==> src/rtl/ring_pkg.sv <==
// Shared types and constants for the ring playback path.
package ring_pkg;
  localparam int DATA_W_DEF = 14;
  localparam int LEN_W_DEF  = 7;
  localparam int DAC_W      = 16;
  localparam int DAC_SHIFT  = DAC_W - DATA_W_DEF;

  typedef enum logic [1:0] {
    ST_IDLE  = 2'd0,
    ST_RUN   = 2'd1,
    ST_DRAIN = 2'd2
  } stream_state_e;
endpackage

==> src/rtl/stream_skid2.sv <==
// Two-entry output-registered valid/ready buffer; head entry drives the output.
module stream_skid2 #(
  parameter int W = 15
) (
  input  logic         clk,
  input  logic         rst_n,
  input  logic         push_valid,
  input  logic [W-1:0] push_data,
  output logic         push_ready,
  output logic         pop_valid,
  output logic [W-1:0] pop_data,
  input  logic         pop_ready,
  output logic [1:0]   count
);
  logic [W-1:0] ent_p0, ent_p1;
  logic [1:0]   cnt_q;
  logic         push, pop;

  assign push_ready = (cnt_q < 2'd2);
  assign pop_valid  = (cnt_q != 2'd0);
  assign pop_data   = ent_p0;
  assign count      = cnt_q;
  assign push       = push_valid & push_ready;
  assign pop        = pop_valid & pop_ready;

  always_ff @(posedge clk or negedge rst_n) begin
    if (!rst_n) begin
      cnt_q  <= 2'd0;
      ent_p0 <= '0;
      ent_p1 <= '0;
    end else begin
      case ({push, pop})
        2'b10: begin
          if (cnt_q == 2'd0) ent_p0 <= push_data;
          else               ent_p1 <= push_data;
          cnt_q <= cnt_q + 2'd1;
        end
        2'b01: begin
          ent_p0 <= ent_p1;
          cnt_q  <= cnt_q - 2'd1;
        end
        // simultaneous push/pop only happens with one entry held
        2'b11: ent_p0 <= push_data;
        default: ;
      endcase
    end
  end
endmodule

==> src/rtl/ring_streamer.sv <==
// Ring-to-AXI4-Stream playback engine: pops the ring's show-ahead head,
// frames each period with tlast and stops only on a period boundary.
module ring_streamer
  import ring_pkg::*;
#(
  parameter int DATA_W = DATA_W_DEF,
  parameter int LEN_W  = LEN_W_DEF,
  parameter int CNT_W  = 16
) (
  input  logic              clk,
  input  logic              rst_n,
  input  logic              start,
  input  logic              stop,
  input  logic [LEN_W-1:0]  period_len,
  input  logic [CNT_W-1:0]  burst_len,
  input  logic              clear_err,
  input  logic [DATA_W-1:0] ring_dout,
  input  logic              ring_avail,
  output logic              ring_rd_en,
  output logic [DAC_W-1:0]  m_axis_tdata,
  output logic              m_axis_tvalid,
  input  logic              m_axis_tready,
  output logic              m_axis_tlast,
  output logic              busy,
  output logic              done,
  output logic              underrun
);
  localparam int SKID_W = DATA_W + 1;

  stream_state_e     state_q;
  logic [LEN_W-1:0]  period_len_q, sample_idx_q;
  logic [CNT_W-1:0]  burst_len_q, period_cnt_q;
  logic              stop_pend_q, halt_q, underrun_q, done_q;
  logic              start_ok, is_last, last_pop, halt_now, push_ready;
  logic              skid_vld;
  logic [SKID_W-1:0] skid_data;
  logic [1:0]        skid_count;

  assign start_ok   = (state_q == ST_IDLE) && start && (period_len != '0);
  assign ring_rd_en = (state_q == ST_RUN) && ring_avail && push_ready && !halt_q;
  assign is_last    = (sample_idx_q == period_len_q - LEN_W'(1));
  assign last_pop   = ring_rd_en && is_last;
  assign halt_now   = stop_pend_q || stop ||
                      ((burst_len_q != '0) && ((period_cnt_q + CNT_W'(1)) == burst_len_q));

  // ring head -> skid: captured on the same edge as the read enable
  stream_skid2 #(.W(SKID_W)) u_skid (
    .clk       (clk),
    .rst_n     (rst_n),
    .push_valid(ring_rd_en),
    .push_data ({is_last, ring_dout}),
    .push_ready(push_ready),
    .pop_valid (skid_vld),
    .pop_data  (skid_data),
    .pop_ready (m_axis_tready),
    .count     (skid_count)
  );

  assign m_axis_tvalid = skid_vld;
  assign m_axis_tdata  = {skid_data[DATA_W-1:0], {DAC_SHIFT{1'b0}}};
  assign m_axis_tlast  = skid_data[DATA_W];
  assign busy          = (state_q != ST_IDLE);
  assign done          = done_q;
  assign underrun      = underrun_q;

  always_ff @(posedge clk or negedge rst_n) begin
    if (!rst_n) begin
      state_q      <= ST_IDLE;
      period_len_q <= '0;
      burst_len_q  <= '0;
      sample_idx_q <= '0;
      period_cnt_q <= '0;
      stop_pend_q  <= 1'b0;
      halt_q       <= 1'b0;
      done_q       <= 1'b0;
      underrun_q   <= 1'b0;
    end else begin
      done_q <= 1'b0;
      case (state_q)
        ST_IDLE: begin
          if (start_ok) begin
            period_len_q <= period_len;
            burst_len_q  <= burst_len;
            sample_idx_q <= '0;
            period_cnt_q <= '0;
            stop_pend_q  <= 1'b0;
            halt_q       <= 1'b0;
            state_q      <= ST_RUN;
          end
        end
        ST_RUN: begin
          if (stop) stop_pend_q <= 1'b1;
          if (ring_rd_en) begin
            if (is_last) begin
              sample_idx_q <= '0;
              period_cnt_q <= period_cnt_q + CNT_W'(1);
              if (halt_now) begin
                halt_q  <= 1'b1;
                state_q <= ST_DRAIN;
              end
            end else begin
              sample_idx_q <= sample_idx_q + LEN_W'(1);
            end
          end
        end
        ST_DRAIN: begin
          if (skid_count == 2'd0) begin
            done_q  <= 1'b1;
            halt_q  <= 1'b0;
            state_q <= ST_IDLE;
          end
        end
        default: state_q <= ST_IDLE;
      endcase

      if (clear_err || start_ok)
        underrun_q <= 1'b0;
      else if ((state_q == ST_RUN) && m_axis_tready && (skid_count == 2'd0) && !halt_q)
        underrun_q <= 1'b1;
    end
  end
endmodule

==> config.mk <==
export PLATFORM = sky130hd
export DESIGN_NAME = ring_streamer
export DESIGN_NICKNAME = d
export VERILOG_FILES = /design/src/rtl/ring_pkg.sv /design/src/rtl/stream_skid2.sv /design/src/rtl/ring_streamer.sv
export SDC_FILE = /design/constraint.sdc
export NUM_CORES = 1
export LEC_CHECK = 0
export BUFFER_PORTS_ARGS = -buffer_cell sky130_fd_sc_hd__buf_2
export CAP_MARGIN = 20
export CORE_MARGIN = 5
export CORE_UTILIZATION = 32
export DETAILED_ROUTE_END_ITERATION = 8
export SETUP_SLACK_MARGIN = 0.5
export SLEW_MARGIN = 20
export SYNTH_ARGS = -nofsm -noshare
export SYNTH_HDL_FRONTEND = slang
export SYNTH_SLANG_ARGS = --single-unit
==> constraint.sdc <==
create_clock -name clk -period 8.45 [get_ports clk]
set_clock_uncertainty 0.2 [all_clocks]
set_input_delay 0.845 -clock clk [delete_from_list [all_inputs] [get_ports clk]]
set_output_delay 0.845 -clock clk [all_outputs]
set_load 0.1 [all_outputs]
=== Yosys cells after proc, flatten, opt, wreduce, memory -nomap -nowiden ===
Index checks and enable logic that the tools add are counted.

* $add $sub $neg: 5
* Multiplexer cells: 29
* Eq/ne operators: 14
* Bitwise gates (word level): 3
* $lt $le $gt $ge: 1
* Multipliers: 0
* Reductions and logical operators: 32
* Div/mod/pow operators: 0
* Shift-type cells: 0

{| class="wikitable"
|+ Operator list
! kind !! count
|-
| two-way mux 16 bit || 3
|-
| case mux 15 bit (3 select lines) || 1
|-
| case mux 16 bit (2 select lines) || 1
|-
| two-way mux 7 bit || 3
|-
| adder 16 x 1 -> 16 bit, second input constant || 1
|-
| equality test 16 bit || 1
|-
| nonzero test 16 bit || 1
|-
| two-way mux 15 bit || 1
|-
| case mux 7 bit (2 select lines) || 1
|-
| inequality test 2 bit, second input constant || 6
|-
| two-way mux 1 bit || 10
|-
| two-way mux 2 bit || 5
|-
| nonzero test 2 bit || 5
|-
| logical AND 1 bit || 9
|-
| adder 7 x 1 -> 7 bit, second input constant || 1
|-
| equality test 7 bit || 1
|-
| nonzero test 7 bit || 1
|-
| subtractor 7 x 1 -> 7 bit, second input constant || 1
|-
| equality test 2 bit, second input constant || 3
|-
| case mux 2 bit (3 select lines) || 1
|-
| AND reduction 2 bit || 3
|-
| AND reduction 3 bit || 2
|-
| AND reduction 6 bit || 1
|-
| nonzero test 3 bit || 2
|-
| other kinds (15) || 20
|}

* Memories kept: 0
* Bits in writable memories: 0
* Bits in latches: 0
* Bits in registers: 84
* Input bits: 44
* Word-level logic and storage cells: 96
* Memory bits (read-only): 0

=== Depth between registers and ports, before layout ===
* Word-level depth: 8
* Depth in mapped cells: 10

=== By module ===
From an unflattened synthesis, not the netlist that was laid out.

* Cell total of the unflattened synthesis: 436
* Area, all modules: 4601.9 um^2

{| class="wikitable"
|+ By module, submodules not included
! module !! area an instance (um^2) !! cells an instance !! times used
|-
| ring_streamer || 3100.5 || 340 || 1
|-
| stream_skid2 || 1501.4 || 96 || 1
|}

=== Worst setup path before layout ===
Ideal clock, no wire load.

* Kind: input -> register
* From: input port ring_avail
* To: register period_cnt_q[10]
* Setup time: 0.139 ns
* Buffers on the path: 2
* Cell stages on the path: 7
* Data arrival time: 3.027 ns
* Required time: 8.111 ns
* Path slack: 5.085 ns
* Path through: or4b_2 clkbuf_1 inv_1 nand4_2 nand2_1 buf_2 a31oi_1

* Longest elaborated chain between the ends: 5

{| class="wikitable"
|+ RTL lines
! what !! RTL line !! source
|-
| start, declared || ring_streamer.sv:18 || <nowiki>input logic ring_avail,</nowiki>
|-
| logical AND 1 bit (3 in a row) || ring_streamer.sv:40 || <nowiki>assign ring_rd_en = (state_q == ST_RUN) && ring_avail && push_ready && !halt_q;</nowiki>
|-
| net ring_rd_en || ring_streamer.sv:19 || <nowiki>output logic ring_rd_en,</nowiki>
|-
| inequality test 2 x 1 -> 1 bit (no line) || - ||
|-
| AND reduction 4 bit (no line) || - ||
|-
| end signal, assigned || ring_streamer.sv:96 || <nowiki>period_cnt_q <= period_cnt_q + CNT_W'(1);</nowiki>
|-
| end, declared || ring_streamer.sv:32 || <nowiki>logic [CNT_W-1:0] burst_len_q, period_cnt_q;</nowiki>
|}

The timed path passes the listed nets, and every way through them passes these cells.
A chain may end at the register's enable or synchronous reset.

=== Final worst setup path ===
* From: register state_q[1]
* To: output port ring_rd_en

* Longest elaborated chain between the ends: 4

{| class="wikitable"
|+ RTL lines
! what !! RTL line !! source
|-
| start, declared || ring_streamer.sv:30 || <nowiki>stream_state_e state_q;</nowiki>
|-
| start signal, assigned || ring_streamer.sv:68 || <nowiki>state_q <= ST_IDLE;</nowiki>
|-
| start signal, assigned || ring_streamer.sv:88 || <nowiki>state_q <= ST_RUN;</nowiki>
|-
| start signal, assigned || ring_streamer.sv:99 || <nowiki>state_q <= ST_DRAIN;</nowiki>
|-
| equality test 2 x 1 -> 1 bit || ring_streamer.sv:40 ||
|-
| logical AND 1 bit (3 in a row) || ring_streamer.sv:40 ||
|-
| end, declared || ring_streamer.sv:19 ||
|}

Every way passes these cells.

==> impl_metrics.csv <==
group,metric,value,unit
synthesis,yosysWarningCount,0,
sta,rsz0062_at_grt,"false",
sta,drv_slew,0,
layout,layout.nets,569,
layout,final_cell_area,0.00524,mm²
setup_path,cp.required,7400,ps
sta,slew_headroom,35.3,%
setup_path,critPathKind,"reg2out",
grt,overflow,0,
clock_tree,postCtsSetupRepairBufs,0,
die,core-area,0.0138,mm²
run,max_cap_viol_count,0,
detailed_routing,vias,3589,
place,gp_congestion,0.882,
synthesis,yosysSeqAreaShare,46.7,%
power_and_ir_drop,seq_power_share,34.5,%
sta,finalCritPeriodShare,41.5,%
power_and_ir_drop,p_clk_share,20.6,%
synthesis,syn_area,0.00450,mm²
setup_path,cp_slowest_cell,"or4b_2",
synthesis,syn_avg_cell_area,9.51,µm²
die,die_h,129,µm
sta,setup_viol,0,
sta,worst-slew-pin-transition,971,ps
clock_tree,numCtsBuffers,9,
grt,grt_pass1_vias,3644,
setup_path,crit_arrival,2460,ps
die,io_pins,66,
grt,grt_use_total,13.6,%
sta,post-route-min-period,3500,ps
clock_tree,cts_tree,"built",
setup_path,slowest_delay,750,ps
sta,fin_hold_ws,274,ps
synthesis,ys_seq_elements,84,
layout,antennaDiodeCount,0,
detailed_routing,first_pass_iters,4,
power_and_ir_drop,p_leak,0.00239,µW
power_and_ir_drop,power.share.switching,46.5,%
clock_tree,path_clk_slew,60,ps
layout,nFillCells,1368,
die,die_x,129,µm
grt,grt_first_pass_wirelength,17.9,mm
layout,areaGrowthSynthToFinish,16.4,%
hold_path,hold_path_class,"reg2reg",
detailed_routing,vias_per_cell,5.09,
grt,grt_max_degree,85,
power_and_ir_drop,max-vdd-ir-drop,0.000284,V
layout,drive_gt1_share,20.2,%
clock_tree,cts_root_buffer,"clkbuf_16",
die,die_area,0.0165,mm²
sta,hold_violations,0,
power_and_ir_drop,internal-power,1070,µW
synthesis,synth_edf_count,0,
detailed_routing,route.detailed.drc,0,
synthesis,synthCells,473,
outcome,status,"finished clean",
clock_tree,clk_latency,350,ps
power_and_ir_drop,powerDensity,381,mW/mm²
detailed_routing,drt-wirelength-per-cell,15.6,µm
place,placed_area,0.00492,mm²
power_and_ir_drop,p_comb_share,44.8,%
setup_path,path_cells,"nand2b_1 > or4b_2 > inv_1 > buf_2",
clock_tree,cts_resized,0,
setup_path,crit_fanout,8,
clock_tree,clk_path_buf_depth,2,
power_and_ir_drop,p_sw,927,µW
die,row_count,43,
place,port_buffers,63,
grt,antenna_found_initial,0,
detailed_routing,routed_wl,11.0,mm
place,hpwlAfterDp,7.87,mm
die,initial_core_util,32.5,%
sta,timing.setup.tns,0,ps
synthesis,synth.distinct_cells,57,
setup_path,critPathCaptureType,"output port",
setup_path,cp-start-kind,"flop",
synthesis,ys.flop_type,"dfrtp_1",
layout,post-route-util,37.9,%
synthesis,synthArstFlopShare,100,%
detailed_routing,ant_nets,0,
sta,fmax,0.285,GHz
detailed_routing,drtIter0Drc,160,
clock_tree,cts_max_level,3,
clock_tree,cts_hold_buf,0,
clock_tree,cts_sinks,84,
routing by layer:
metal	GRT usage, %	part of all wire, %	vias to the layer above
met5	0	0	-
met4	5.50	2.2	0
met3	2.86	3.9	17
met2	24.1	51	68
met1	16.0	43	1748
li1	-	-	1756
power by group through the flow:
| stage | logic, µW | clock network (µW) | registers [µW] |
|---|---|---|---|
| after floorplan | 490 | 0 | 908 |
| after global placement | 880 | 0 | 686 |
| after detailed placement | 898 | 0 | 693 |
| after CTS | 900 | 419 | 689 |
| after global routing | 965 | 436 | 710 |
| final | 893 | 411 | 688 |
synthesized netlist by cell type (all sizes together) (6+ instances only):
cell | count | area, µm²
a21oi | 14 | 70.1
and3 | 9 | 56.3
buf | 10 | 68.8
clkbuf | 19 | 71.3
dfrtp | 84 | 2100
inv | 10 | 37.5
mux2 | 17 | 191
mux2i | 17 | 170
nand2 | 97 | 364
nand2b | 6 | 37.5
nand3 | 15 | 75.1
nand4 | 6 | 43.8
nor2 | 21 | 78.8
nor4 | 11 | 68.8
o21a | 6 | 45.0
o21ai | 31 | 155
xnor2 | 26 | 228
xor2 | 8 | 70.1
registers in the layout, summed over array words and instances, names as in the netlist:
name / cells
u_skid.ent_p1: 15
done: 1
u_skid.pop_data: 15
state_q: 2
period_len_q: 7
halt_q: 1
burst_len_q: 16
period_cnt_q: 16
underrun: 1
stop_pend_q: 1
u_skid.count: 2
sample_idx_q: 7
critical path: cells and delay by family (launching register included):
| kind | cells | cell delay [ps] |
|---|---|---|
| DFF | 1 | 470 |
| buffers and inverters | 2 | 630 |
| and+or+nand+nor | 2 | 1000 |
per-stage QoR:
| stage | total power, µW | setup slack, ps | std cells |
|---|---|---|---|
| 6_report | 1990 | 4950 | 705 |
| 5_1_grt | 2110 | 4870 | 705 |
| 4_1_cts | 2010 | 4930 | 705 |
| 3_3_place_gp | 1570 | 5110 | 689 |
| 3_5_place_dp | 1590 | 4960 | 689 |
| 2_1_floorplan | 1400 | 5080 | 474 |
final cells by class:
| cell class | count | area, µm² | area share, % |
|---|---|---|---|
| clock buffer | 9 | 225 | 4.30 |
| clock inverter | 7 | 81.3 | 1.55 |
| inverter | 11 | 41.3 | 0.789 |
| multi-input combinational | 350 | 2230 | 42.6 |
| sequential | 84 | 2100 | 40.2 |
| tap | 180 | 225 | 4.30 |
| timing repair buffer | 64 | 329 | 6.29 |
placed cells by master, fill, tap and decap left out, types with 2 or more instances in the layout:
cell,count
nand2_1,97
dfrtp_1,84
buf_2,62
o21ai_0,31
xnor2_1,26
nor2_1,21
mux2i_1,17
mux2_2,17
nand3_1,15
a21oi_1,13
nor4_1,11
inv_1,10
and3_1,9
clkbuf_16,9
xor2_1,8
nand2b_1,6
o21a_1,6
nand4_1,5
nor3_1,5
a221o_1,5
a31oi_1,5
ha_1,5
nor2b_1,4
inv_6,4
a41oi_1,3
or4b_2,2
or4_1,2
or3_1,2
o211ai_1,2
a21o_1,2
and4_1,2
o2111ai_1,2
nand3b_1,2
o311ai_0,2
a22o_1,2
a211oi_1,2
conb_1,2
kinds of logic after synthesis:
logic type                 count (synthesis)  synth area share [%]
buffers and inverters                     40                  4.03
xor gates and xnor gates                  34                  6.62
AOI/OAI and AO/OA                         84                  12.6
DFF                                       84                  46.7
and+or+nand+nor                          191                  20.5
adders and majority gates                  5                  1.39
muxes                                     34                  8.04
other                                      1                0.0833
final timing paths:
path / start / endpoint / slack [ps] / cells after the start
setup reg to reg: period_len_q[0] / period_cnt_q[6] / 5150 / 8
min in group asynchronous: rst_n / u_skid.ent_p1[5] / 350 / 1
hold / removal: u_skid.pop_data[11] / u_skid.pop_data[11] / 270 / 2
hold reg to reg: u_skid.pop_data[11] / u_skid.pop_data[11] / 270 / 2
setup / recovery: state_q[1] / ring_rd_en / 4950 / 4
max in group asynchronous: rst_n / state_q[0] / 7160 / 1
Power figures use the tool's default switching activity.
